**src/rtl/test_module_plant_delay_timer.sv**
```systemverilog
// Cycle counter with terminal-count strobe. A clear restarts the count; if the
// timer is also enabled that cycle, the cycle counts as the first one.
module delay_timer #(
  parameter int unsigned LIMIT = 10
) (
  input  logic i_clock,
  input  logic i_an_reset,
  input  logic i_enable,
  input  logic i_clear,
  output logic o_done
);

  localparam int unsigned W = (LIMIT > 1) ? $clog2(LIMIT) : 1;
  localparam logic [W-1:0] LAST = W'(LIMIT - 1);

  logic [W-1:0] r_cnt;
  logic [W-1:0] w_base;

  always_comb begin
    w_base = i_clear ? '0 : r_cnt;
    o_done = i_enable && (w_base == LAST);
  end

  always_ff @(posedge i_clock or posedge i_an_reset) begin
    if (i_an_reset)     r_cnt <= '0;
    else if (i_enable)  r_cnt <= o_done ? '0 : w_base + 1'b1;
    else if (i_clear)   r_cnt <= '0;
  end

endmodule

```
**config.mk**
```make
export PLATFORM = sky130hd
export DESIGN_NAME = delay_timer
export DESIGN_NICKNAME = d
export VERILOG_FILES = /design/src/rtl/test_module_plant_delay_timer.sv
export SDC_FILE = /design/constraint.sdc
export NUM_CORES = 1
export LEC_CHECK = 0
export CAP_MARGIN = 25
export CORE_AREA = 2 2 39 41
export CTS_CLUSTER_DIAMETER = 200
export DETAILED_ROUTE_END_ITERATION = 10
export DIE_AREA = 0 0 41 43
export PLACE_DENSITY = 0.46
export SLEW_MARGIN = 20
export SYNTH_ARGS = -nofsm -noshare
export SYNTH_HDL_FRONTEND = slang
export SYNTH_SLANG_ARGS = --single-unit
```
**constraint.sdc**
```tcl
create_clock -name i_clock -period 2.89 [get_ports i_clock]
set_clock_uncertainty 0.1 [all_clocks]
set_input_delay 0.578 -clock i_clock [delete_from_list [all_inputs] [get_ports i_clock]]
set_output_delay 0.578 -clock i_clock [all_outputs]
set_load 0.01 [all_outputs]
```
* Word-level counts from Yosys, hierarchy flattened
Index checks and enable logic that the tools add are counted.
** Operators by class
- Mux-type cells :: 3
- Add/sub/neg operators :: 1
- Equal/unequal tests :: 1
- Reduce and logical (&&, ||, !) cells :: 1
** Operators by type and width (number)
- two-way mux 4 bit :: 3
- adder 4 x 1 -> 4 bit (second input constant) :: 1
- == test 4 bit (second input constant) :: 1
- logical AND 1 bit :: 1
** Word-level totals
- Word-level logic and storage cells :: 7
- Input bits :: 4
- Register bits :: 4
- Output and inout bits :: 1

* Logic depth before layout (Yosys ltp)
- Depth after elaboration :: 5
- Mapped depth :: 5
- Gate-level depth less buffers :: 5

* Least setup slack after synthesis
OpenSTA, ideal clock, no wires.
- Kind :: in2out
- Start :: input port i_clear
- End :: output port o_done
- Data required time :: 2.212 ns
- Stages :: 4
- Arrival time :: 1.297 ns
- Buffers on the path :: 0
- Slack :: 0.915 ns
- Path through :: nor2b_1 > ha_1 > nand3_1 > nor3_1
** On the way
- Cells in the longest elaborated chain, start to end :: 3
** RTL lines
- from (decl) :: RTL line 9 : input logic i_clear,
- two-way mux 4 bit
- == test 4 bit :: RTL line 21 : o_done = i_enable && (w_base == LAST);
- logical AND 1 bit :: RTL line 21
- to (decl) :: RTL line 10 : output logic o_done
No other way between the ends.

* Final worst setup path
Ends and elaborated chain as after synthesis.

==> metrics.md <==
| Metric | Value |
|---|---|
| Outcome | `finished clean` |
| #FFs+latches synth | `4` |
| PortBufs | `4` |
| Gate Count Post-Synth | `24` |
| CTS tree | `done` |
| Max-Cap Viols | `0` |
| Biggest register | `r_cnt` |
| Met3 wire len | `24 µm` |
| Core ar. | `1384 µm²` |
| Drt via density | `4.058` |
| Switching power | `around 34 µW` |
| Grt total ovfl | `0` |
| CP max stage delay | `0.50 ns` |
| Clock network power share | `40.8%` |
| Post-Route WL | `around 450 µm` |
| Initial Util | `16.64%` |
| Top-area cell type share of the netlist area | `between 40% and 50%` |
| Net Count, Synth | `29` |
| Routed length per instance | `about 8.6 µm` |
| Sequential cell area fraction in the yosys report | `a little over two fifths` |
| Worst Setup Path Type | `primary input to output port` |
| Largest area contributor in the netlist | `dfrtp_1` |
| Router iterations before antenna repair | `2` |
| Cts repair resizes | `1` |
| GRT Util Overall | `7.049%` |
| Most numerous cell in the Yosys netlist | `dfrtp_1` |
| Clk_lat worst skew | `0.23 ns` |
| Post-route ant nets | `0` |
| Post-CTS setup buffer count | `0` |
| Cell area after synthesis | `about 230 µm²` |
| Initial antenna violation count | `0` |
| Final max-slew violation count | `0` |
| RSZ-0062 raised after global routing | `false` |
| Reg power frac | `about two fifths` |
| Synth top area cells | `dfrtp_1 43%, nand3b_1 9.8%, a31oi_1 5.4%` |
| Switch share | `21.21%` |
| Gpl congestion | `0.6832` |
| CP Launch Type | `primary input` |
| Antenna diode count | `0` |
| PwrDens | `457.8 nW/µm²` |
| Max VDD drop | `0.1760 mV` |
| Top cells by count, synth | `4 x dfrtp_1, 3 x nand3b_1` |
| Syn avg cell area | `between 9 and 10 µm²` |
| Uppermost layer routed | `met3` |
| DRC Markers | `0` |
| Pint | `125.9 µW` |
| Clock period minus worst slack | `2.595 ns` |
| Layout Nets | `43` |
| # H-tree levels | `1` |
| Total die area | `1763 µm²` |
| Setup violations, final | `0` |
| Hold-fix buffer count after cts | `0` |
| IO Pins | `5` |
| # fillers | `152` |
| Met2 wire len | `226 µm` |
| CP max-delay cell | `clkdlybuf4s50_1` |
| Routed vias | `211` |
| Async SR Flop Fraction | `100.0%` |
| Synth warnings | `0` |
| Pleak | `between 0.15 and 0.2 nW` |
| Synthesis-to-layout area growth | `51.63%` |
| Ys flop type | `dfrtp_1` |
| Critical path data arrival time | `1.92 ns` |
| Largest register FFs | `4` |
| Post-synth EDFFs | `0` |
| Clock Tree Buf Depth | `2` |
| Vias in the first global route | `225` |
| Critical path peak fanout | `3` |
| Slew @ Worst Pin | `0.1637 ns` |
| CTS root buffer | `clkbuf_4` |
| Final hold slack | `between 0.4 and 0.5 ns` |
| DRT iter0 DRCs | `1` |
| Clock-pin slew of the registers on the worst-case setup and hold paths | `0.03 ns` |
| Crit-path cells | `clkdlybuf4s50_1, nand2b_1, ha_1, nand3_1, nor3_1, dlygate4sd2_1` |
| Clock Sinks | `4` |
| Comb power frac | `around a fifth` |
| Worst hold path type | `primary input to async pin` |
| Critical Path Sink Type | `output port` |
| First-pass GRT wire length | `786 µm` |
| Slew headroom | `88.97%` |
| CTS Buf Count | `3` |
| WP data required | `2.21 ns` |
| Row cnt | `14` |
| Post-route clock period utilization | `89.80%` |
| Die X | `41 µm` |
| Top Registers | `r_cnt (4)` |
| Share of cells above drive strength 1 | `27.78%` |
| Fin Setup TNS | `0 ns` |
| Die Ht | `~43 µm` |
| Pin count of the biggest net entering global routing | `7` |
| Hold Vio Cnt, Final | `0` |
| Detailed Place HPWL | `just over 400 µm` |
| Maximum clock rate | `roughly 0.39 GHz` |
| Synth cell types | `15` |
| Wl on met1 | `198 µm` |
## layout make-up
cell class / count / area, µm² / area share, %
Clock buffer: 3 / 22.52 / 6.452
Inverter: 1 / 3.754 / 1.075
Multi-Input combinational cell: 19 / 126.4 / 36.20
Sequential cell: 4 / 100.1 / 28.67
Tap cell: 16 / 20.02 / 5.735
Timing Repair Buffer: 9 / 76.32 / 21.86
## kinds of logic after synthesis
group / after synthesis / synth area share (%)
AND/OR/NAND/NOR: 13 / 34.24
AO/OA/AOI/OAI: 4 / 11.41
flip-flops: 4 / 43.48
XOR/XNOR: 1 / 3.805
buffers and inverters: 1 / 1.629
adder cells (fa/ha/maj): 1 / 5.434
## per-stage QoR
stage | instances | setup WS (ns) | util [%] | power, mW | instance area [µm²]
6_report | 52 | 0.2947 | 25.23 | 0.1598 | 349.1
5_1_grt | 52 | 0.1414 | 25.23 | 0.1719 | 349.1
4_1_cts | 52 | 0.2650 | 25.23 | 0.1650 | 349.1
3_5_place_dp | 49 | -0.01518 | 23.69 | 0.09595 | 327.8
3_3_place_gp | 49 | 0.02736 | 23.69 | 0.09532 | 327.8
2_1_floorplan | 24 | 0.9151 | - | 0.07896 | 230.2
## final timing paths
path                                       to                from  cells past startpoint  slack (ns)
min in group i_clock       r_cnt[3]$_DFF_PP0_  r_cnt[3]$_DFF_PP0_                      2        0.53
max reg2reg                r_cnt[3]$_DFF_PP0_  r_cnt[0]$_DFF_PP0_                      6        1.54
min                        r_cnt[1]$_DFF_PP0_          i_an_reset                      2        0.44
max                                    o_done             i_clear                      6        0.29
max in group asynchronous  r_cnt[2]$_DFF_PP0_          i_an_reset                      2        2.11
min reg2reg                r_cnt[3]$_DFF_PP0_  r_cnt[3]$_DFF_PP0_                      2        0.53
## power groups by stage
stage / clock (mW) / sequential (mW) / combinational [mW]
floorplan: 0 / 0.0643 / 0.0147
global placement: 0 / 0.0649 / 0.0305
detailed placement: 0 / 0.0651 / 0.0308
CTS: 0.0695 / 0.0644 / 0.0310
global route: 0.0725 / 0.0648 / 0.0345
finish: 0.0653 / 0.0644 / 0.0302
## worst max-delay path: cells and delay by family
family                   cells  cell delay, ns
AND/OR/NAND/NOR              3            0.38
buffers and inverters        2            0.79
adder cells (fa/ha/maj)      1            0.17
## layer usage
metal | track usage [%] | up-vias
met3 | 1.571 | 0
met1 | 8.117 | 96
met4 | 8.000 | 0
li1 | - | 110
met2 | 9.375 | 5
met5 | 0 | -
## layout by cell type (no fill, tap or decap), types with 2 or more instances in the layout
cell	netlist	routed
clkdlybuf4s50_1	0	3
nand3_1	2	2
nor2_1	2	2
nand2b_1	2	2
a31oi_1	2	2
dfrtp_1	4	4
buf_4	0	5
nand3b_1	3	3
clkbuf_4	0	3
No activity file was read; power rests on OpenSTA's default activity.
